[config.mk]
export PLATFORM = sky130hd
export DESIGN_NAME = mem_port_arbiter
export DESIGN_NICKNAME = d
export VERILOG_FILES = /design/src/rtl/mem_port_arbiter_pkg.sv /design/src/rtl/mem_port_arbiter_rr_pick2.sv /design/src/rtl/mem_port_arbiter.sv
export SDC_FILE = /design/constraint.sdc
export NUM_CORES = 1
export LEC_CHECK = 0
export CORE_MARGIN = 5
export CORE_UTILIZATION = 26
export CTS_BUF_LIST = sky130_fd_sc_hd__clkbuf_16
export DETAILED_ROUTE_END_ITERATION = 10
export HOLD_SLACK_MARGIN = 0.12
export PLACE_DENSITY_LB_ADDON = 0.3
export REMOVE_ABC_BUFFERS = 1
export SLEW_MARGIN = 20
export SYNTH_ARGS = -nofsm -noshare
export SYNTH_HDL_FRONTEND = slang
export SYNTH_SLANG_ARGS = --single-unit
export TNS_END_PERCENT = 10
[constraint.sdc]
create_clock -name clk -period 2.1 [get_ports clk]
set_input_delay 0.525 -clock clk [delete_from_list [all_inputs] [get_ports clk]]
set_output_delay 0.525 -clock clk [all_outputs]
set_load 0.1 [all_outputs]
[src/rtl/mem_port_arbiter_pkg.sv]
// Shared definitions for the two-port memory arbiter: FSM encoding,
// requester indices and the owner debug encoding.
package mem_port_arbiter_pkg;

  typedef enum logic [1:0] {
    ST_IDLE = 2'd0,
    ST_OWN0 = 2'd1,
    ST_OWN1 = 2'd2
  } arb_state_t;

  localparam int REQ_CPU = 0;
  localparam int REQ_LDR = 1;

  localparam logic [1:0] OWNER_NONE = 2'b00;
  localparam logic [1:0] OWNER_R0   = 2'b01;
  localparam logic [1:0] OWNER_R1   = 2'b10;

endpackage

[src/rtl/mem_port_arbiter_rr_pick2.sv]
// Two-way round-robin select: a lone request wins outright, a tie goes to
// the requester that was not served last.
module rr_pick2
  import mem_port_arbiter_pkg::*;
(
  input  logic [1:0] req,
  input  logic       last_served,
  output logic [1:0] gnt
);

  always_comb begin
    gnt = '0;
    gnt[REQ_CPU] = req[REQ_CPU] & (~req[REQ_LDR] | last_served);
    gnt[REQ_LDR] = req[REQ_LDR] & (~req[REQ_CPU] | ~last_served);
  end

endmodule

[src/rtl/mem_port_arbiter.sv]
// Shares one single-port memory between the cpu core (r0) and the loader/debug
// port (r1): round-robin with locked ownership and a bounded hold time.
module mem_port_arbiter
  import mem_port_arbiter_pkg::*;
#(
  parameter int ADDR_WIDTH = 6,
  parameter int DATA_WIDTH = 16,
  parameter int MAX_HOLD   = 8
) (
  input  logic                  clk,
  input  logic                  rst,
  input  logic                  r0_req,
  input  logic                  r0_lock,
  input  logic                  r0_we,
  input  logic [ADDR_WIDTH-1:0] r0_addr,
  input  logic [DATA_WIDTH-1:0] r0_wdata,
  output logic                  r0_gnt,
  output logic                  r0_rvalid,
  output logic [DATA_WIDTH-1:0] r0_rdata,
  input  logic                  r1_req,
  input  logic                  r1_lock,
  input  logic                  r1_we,
  input  logic [ADDR_WIDTH-1:0] r1_addr,
  input  logic [DATA_WIDTH-1:0] r1_wdata,
  output logic                  r1_gnt,
  output logic                  r1_rvalid,
  output logic [DATA_WIDTH-1:0] r1_rdata,
  output logic                  mem_we,
  output logic [ADDR_WIDTH-1:0] mem_addr,
  output logic [DATA_WIDTH-1:0] mem_data,
  input  logic [DATA_WIDTH-1:0] mem_in,
  output logic [1:0]            owner
);

  localparam int HOLD_W = (MAX_HOLD > 0) ? $clog2(MAX_HOLD + 1) : 1;
  localparam logic [HOLD_W-1:0] HOLD_LIM = HOLD_W'(MAX_HOLD);

  arb_state_t        state;
  logic              last_served;
  logic [HOLD_W-1:0] hold_cnt;
  logic [1:0]        req_vec;
  logic [1:0]        rr_gnt;
  logic [1:0]        gnt;
  logic              hold_expired;

  assign req_vec = {r1_req, r0_req};

  rr_pick2 u_pick (
    .req        (req_vec),
    .last_served(last_served),
    .gnt        (rr_gnt)
  );

  // Grant is combinational from registered state; forced low while in reset.
  always_comb begin
    gnt = '0;
    case (state)
      ST_IDLE: gnt = rr_gnt;
      ST_OWN0: gnt[REQ_CPU] = r0_req;
      ST_OWN1: gnt[REQ_LDR] = r1_req;
      default: gnt = '0;
    endcase
    if (rst) gnt = '0;
  end

  assign r0_gnt = gnt[REQ_CPU];
  assign r1_gnt = gnt[REQ_LDR];

  always_comb begin
    mem_we   = 1'b0;
    mem_addr = '0;
    mem_data = '0;
    if (gnt[REQ_CPU]) begin
      mem_we   = r0_we;
      mem_addr = r0_addr;
      mem_data = r0_wdata;
    end else if (gnt[REQ_LDR]) begin
      mem_we   = r1_we;
      mem_addr = r1_addr;
      mem_data = r1_wdata;
    end
  end

  assign hold_expired = (MAX_HOLD != 0) && (hold_cnt >= HOLD_LIM);

  always_ff @(posedge clk or posedge rst) begin
    if (rst) begin
      state       <= ST_IDLE;
      owner       <= OWNER_NONE;
      last_served <= 1'b1;
      hold_cnt    <= '0;
    end else begin
      case (state)
        ST_IDLE: begin
          if (gnt[REQ_CPU]) begin
            last_served <= 1'(REQ_CPU);
            if (r0_lock) begin
              state    <= ST_OWN0;
              owner    <= OWNER_R0;
              hold_cnt <= HOLD_W'(1);
            end
          end else if (gnt[REQ_LDR]) begin
            last_served <= 1'(REQ_LDR);
            if (r1_lock) begin
              state    <= ST_OWN1;
              owner    <= OWNER_R1;
              hold_cnt <= HOLD_W'(1);
            end
          end
        end
        ST_OWN0: begin
          if (!r0_req || !r0_lock) begin
            state    <= ST_IDLE;
            owner    <= OWNER_NONE;
            hold_cnt <= '0;
          end else if (hold_expired && r1_req) begin
            // Release to the waiting side; it wins the following tie.
            state       <= ST_IDLE;
            owner       <= OWNER_NONE;
            hold_cnt    <= '0;
            last_served <= 1'(REQ_CPU);
          end else if (hold_cnt != '1) begin
            hold_cnt <= hold_cnt + HOLD_W'(1);
          end
        end
        ST_OWN1: begin
          if (!r1_req || !r1_lock) begin
            state    <= ST_IDLE;
            owner    <= OWNER_NONE;
            hold_cnt <= '0;
          end else if (hold_expired && r0_req) begin
            state       <= ST_IDLE;
            owner       <= OWNER_NONE;
            hold_cnt    <= '0;
            last_served <= 1'(REQ_LDR);
          end else if (hold_cnt != '1) begin
            hold_cnt <= hold_cnt + HOLD_W'(1);
          end
        end
        default: begin
          state    <= ST_IDLE;
          owner    <= OWNER_NONE;
          hold_cnt <= '0;
        end
      endcase
    end
  end

  always_ff @(posedge clk or posedge rst) begin
    if (rst) begin
      r0_rvalid <= 1'b0;
      r1_rvalid <= 1'b0;
    end else begin
      r0_rvalid <= gnt[REQ_CPU] & ~r0_we;
      r1_rvalid <= gnt[REQ_LDR] & ~r1_we;
    end
  end

  assign r0_rdata = mem_in;
  assign r1_rdata = mem_in;

endmodule

==> impl_metrics.py <==
metrics = {
    "logic_synthesis": {
        "synth.distinct_cells": 30,
        "synth.area.top_cells": "buf_4, a22o_1, dfrtp_1",
        "yosysWarnings": 0,
        "synth_seq_cells": 9,
        "synthesis.area_um2": 1200,
        "synth_seq_area_share_pct": 18.8,
        "synth_top_area_share_pct": 20.0,
        "syn_avg_cell_area_um2": 8.66,
        "synthCells": 139,
        "netlist.top_cell.by_area": "buf_4",
    },
    "power_and_ir_drop": {
        "powerDensity_nw_per_um2": 1250,
        "p_int_w": 0.00163,
        "vdd.ir_drop.worst_mv": 0.586,
        "swShare_pct": 49.3,
        "pwr-share-clk_pct": 10.6,
        "power_w": 0.00321,
        "p_switching_w": 0.00158,
        "p_comb_share_pct": 81.2,
        "p_leak_nw": 1.14,
        "p_seq_share_pct": 8.3,
    },
    "sta": {
        "post-route-period-util_pct": 118,
        "setup-violations-final": 25,
        "whs_ns": 0.568,
        "hold_violations": 0,
        "final_max_slew_viol_count": 0,
        "slew_headroom_pct": 80.8,
        "rsz0062_at_grt": "yes",
        "period_minus_slack_ns": 2.47,
        "fmax_ghz": 0.404,
        "fin_ws_ns": -0.373,
        "fin_skew_ns": 0.00197,
        "setup_tns_ns": -8.28,
        "worst_pin_slew_ns": 0.290,
    },
    "routing": {
        "drcViolationCount": 0,
        "ant_nets": 0,
        "drt_iter0_markers": 22,
        "routed_via_density": 4.92,
        "drt_wl_total_mm": 4.81,
        "drt-wirelength-per-cell_um": 17.6,
        "via_count": 1344,
        "firstDrtPassIters": 4,
    },
    "worst_hold_path": {
        "min_from": "hold_cnt[0]$_DFFE_PP0P_",
        "hold_path.class": "reg2reg",
    },
    "clock_network": {
        "cts_tree": "done",
        "cts.root.buffer_cell": "clkbuf_16",
        "ctsLongestPathBuffers": 2,
        "htreeDepth": 1,
        "postCtsHoldBufs": 0,
        "clk_latency_ns": 0.24,
        "cts.reportedPaths.clkPinSlew_ns": 0.04,
        "numCtsBuffers": 3,
        "clkSinkCount": 9,
    },
    "setup_path": {
        "startpoint_type": "register",
        "crit_path_start": "state[0]$_DFFE_PP0P_",
        "path_max_fanout": 5,
        "cp-end-kind": "output port",
        "reg2reg_from": "state[0]$_DFFE_PP0P_",
        "critical_path_arrival_ns": 1.95,
        "worstPathRequired_ns": 1.57,
        "path_class": "reg2out",
    },
    "flow_run": {
        "max_cap_violations": 0,
    },
    "floorplan": {
        "die_h_um": 78.0,
        "coreArea_um2": 4410,
        "pin_count": 129,
        "die_w_um": 78.0,
        "rows": 24,
        "die_area_um2": 6090,
        "start_util_pct": 27.3,
    },
    "finish": {
        "nNetsFinal": 297,
        "area.growth.synth_to_final_pct": 113,
        "n_antenna_cell": 0,
        "design_area_um2": 2560,
        "drive_gt1_share_pct": 41.2,
        "nFillCells": 355,
    },
    "place": {
        "gp_congestion": 0.806,
        "place_area_um2": 2270,
        "hpwl_mm": 4.02,
        "port_buffers": 80,
    },
    "grt": {
        "grt_pass1_wl_mm": 7.26,
        "grt-ovfl-total": 0,
        "grtUsageTotal_pct": 15.1,
        "antenna_found_initial": 0,
        "grt_max_degree": 25,
        "grt_pass1_vias": 1478,
    },
    "status": {
        "status": "finished with violations",
        "violations": "setup timing",
    },
}
worst paths after layout:
path | endpoint | slack [ns] | cells past startpoint
worst max-delay path | mem_data[11] | -0.37 | 9
worst min-delay path | hold_cnt[0]$_DFFE_PP0P_ | 0.57 | 1
worst max register to register | hold_cnt[1]$_DFFE_PP0P_ | 0.20 | 9
worst min register to register | hold_cnt[0]$_DFFE_PP0P_ | 0.57 | 1
max in group asynchronous | last_served$_DFFE_PP1P_ | 1.25 | 3
min in group asynchronous | state[0]$_DFFE_PP0P_ | 0.66 | 3
flip-flops by register name, indices dropped and copies added, names as in the netlist:
register	flops
state	2
last_served	1
r0_rvalid	1
hold_cnt	4
r1_rvalid	1
synthesized netlist by cell type:
library cell  instances
nand3b_4              1
a22o_1               26
nor2_1                5
ha_1                  7
inv_1                 6
a21oi_1               6
and3_1                3
o21ai_0               4
a31o_1                1
o221ai_2              1
nand3b_1              1
nand3_1               4
nor3b_1               1
inv_4                 1
dfrtp_1               8
nand3_2               1
buf_8                 2
buf_6                 2
a31oi_2               1
buf_4                32
nor2_8                1
and2_1                1
mux2i_1               2
a31oi_1               4
dfstp_2               1
nor2b_1               1
nand2_1              12
mux2_1                1
clkbuf_2              1
nand2b_1              2
critical path, stage by stage, from the launching register on:
cell and delay [ns]:
dfrtp_1 0.38, buf_4 0.15, ha_4 0.15, a31o_1 0.20
nand3_2 0.09, inv_4 0.06, nor2_8 0.16, buf_6 0.14
a22o_1 0.18, buf_12 0.19
metrics by stage:
step / std cells / setup slack (ns) / utilization, %
after floorplan: 102 / -1.55 / -
after global placement: 263 / -0.582 / 51.4
after detailed placement: 263 / -0.606 / 51.4
after CTS: 275 / -0.452 / 57.2
after global routing: 273 / -0.446 / 58.1
final: 273 / -0.373 / 58.1
power groups by stage:
stage | Sequential, W | Combinational [W] | Clock [W]
5_1_grt | 0.000271 | 0.00274 | 0.000362
2_1_floorplan | 0.000392 | 0.00124 | 0
4_1_cts | 0.000265 | 0.00260 | 0.000349
3_5_place_dp | 0.000265 | 0.00235 | 0
3_3_place_gp | 0.000266 | 0.00234 | 0
6_report | 0.000265 | 0.00260 | 0.000339
logic make-up after synthesis:
| kind of cell | after synthesis | share of synthesized area (%) |
|---|---|---|
| DFF | 9 | 18.8 |
| and+or+nand+nor | 33 | 16.0 |
| adders and majority gates | 7 | 7.28 |
| buffers and inverters | 44 | 27.1 |
| muxes | 3 | 2.60 |
| AOI/OAI and AO/OA | 43 | 28.2 |
repair_timing:
item	in CTS	in global routing
cloned	1	0
pin swaps	9	13
endpoints found under the setup margin	25	25
gates resized for setup	23	13
buffers inserted	7	1
cell usage in the layout (no fill, tap or decap):
| cell type | instances |
|---|---|
| a31oi_1 | 4 |
| buf_4 | 30 |
| nand3_1 | 4 |
| inv_4 | 2 |
| o21ai_0 | 4 |
| ha_1 | 3 |
| a22o_1 | 17 |
| nor2_1 | 5 |
| a22o_4 | 9 |
| nand3b_1 | 1 |
| dlygate4sd2_1 | 2 |
| a31oi_4 | 1 |
| and2_1 | 1 |
| dfstp_2 | 1 |
| nor3b_1 | 1 |
| buf_6 | 4 |
| clkbuf_16 | 3 |
| nor2b_1 | 1 |
| a21oi_1 | 6 |
| inv_1 | 3 |
| a31o_1 | 1 |
| nand2_1 | 12 |
| nor2_8 | 1 |
| mux2_1 | 1 |
| inv_2 | 3 |
| buf_8 | 1 |
| dfrtp_1 | 8 |
| nand3b_4 | 1 |
| ha_4 | 4 |
| nand2b_1 | 2 |
| clkdlybuf4s50_1 | 49 |
| and3_1 | 3 |
| mux2i_1 | 2 |
| buf_12 | 29 |
| nand3_2 | 1 |
| o221ai_2 | 1 |
per-layer routing:
metal	vias to the layer above	GRT usage, %	share of wire [%]
met5	-	6.67	0
met2	102	24.3	46
li1	633	-	-
met3	5	16.1	21
met1	604	12.1	32
met4	0	3.55	0.91
final cells by class:
class	instances	area [um2]	area share, %
Sequential cell	9	226	8.83
Inverter	7	31.3	1.22
Tap cell	52	65.1	2.54
Clock buffer	3	75.1	2.93
Timing Repair Buffer	115	1370	53.6
Clock inverter	1	3.75	0.146
Multi-Input combinational cell	86	788	30.7
No activity file was read; power rests on OpenSTA's default activity.
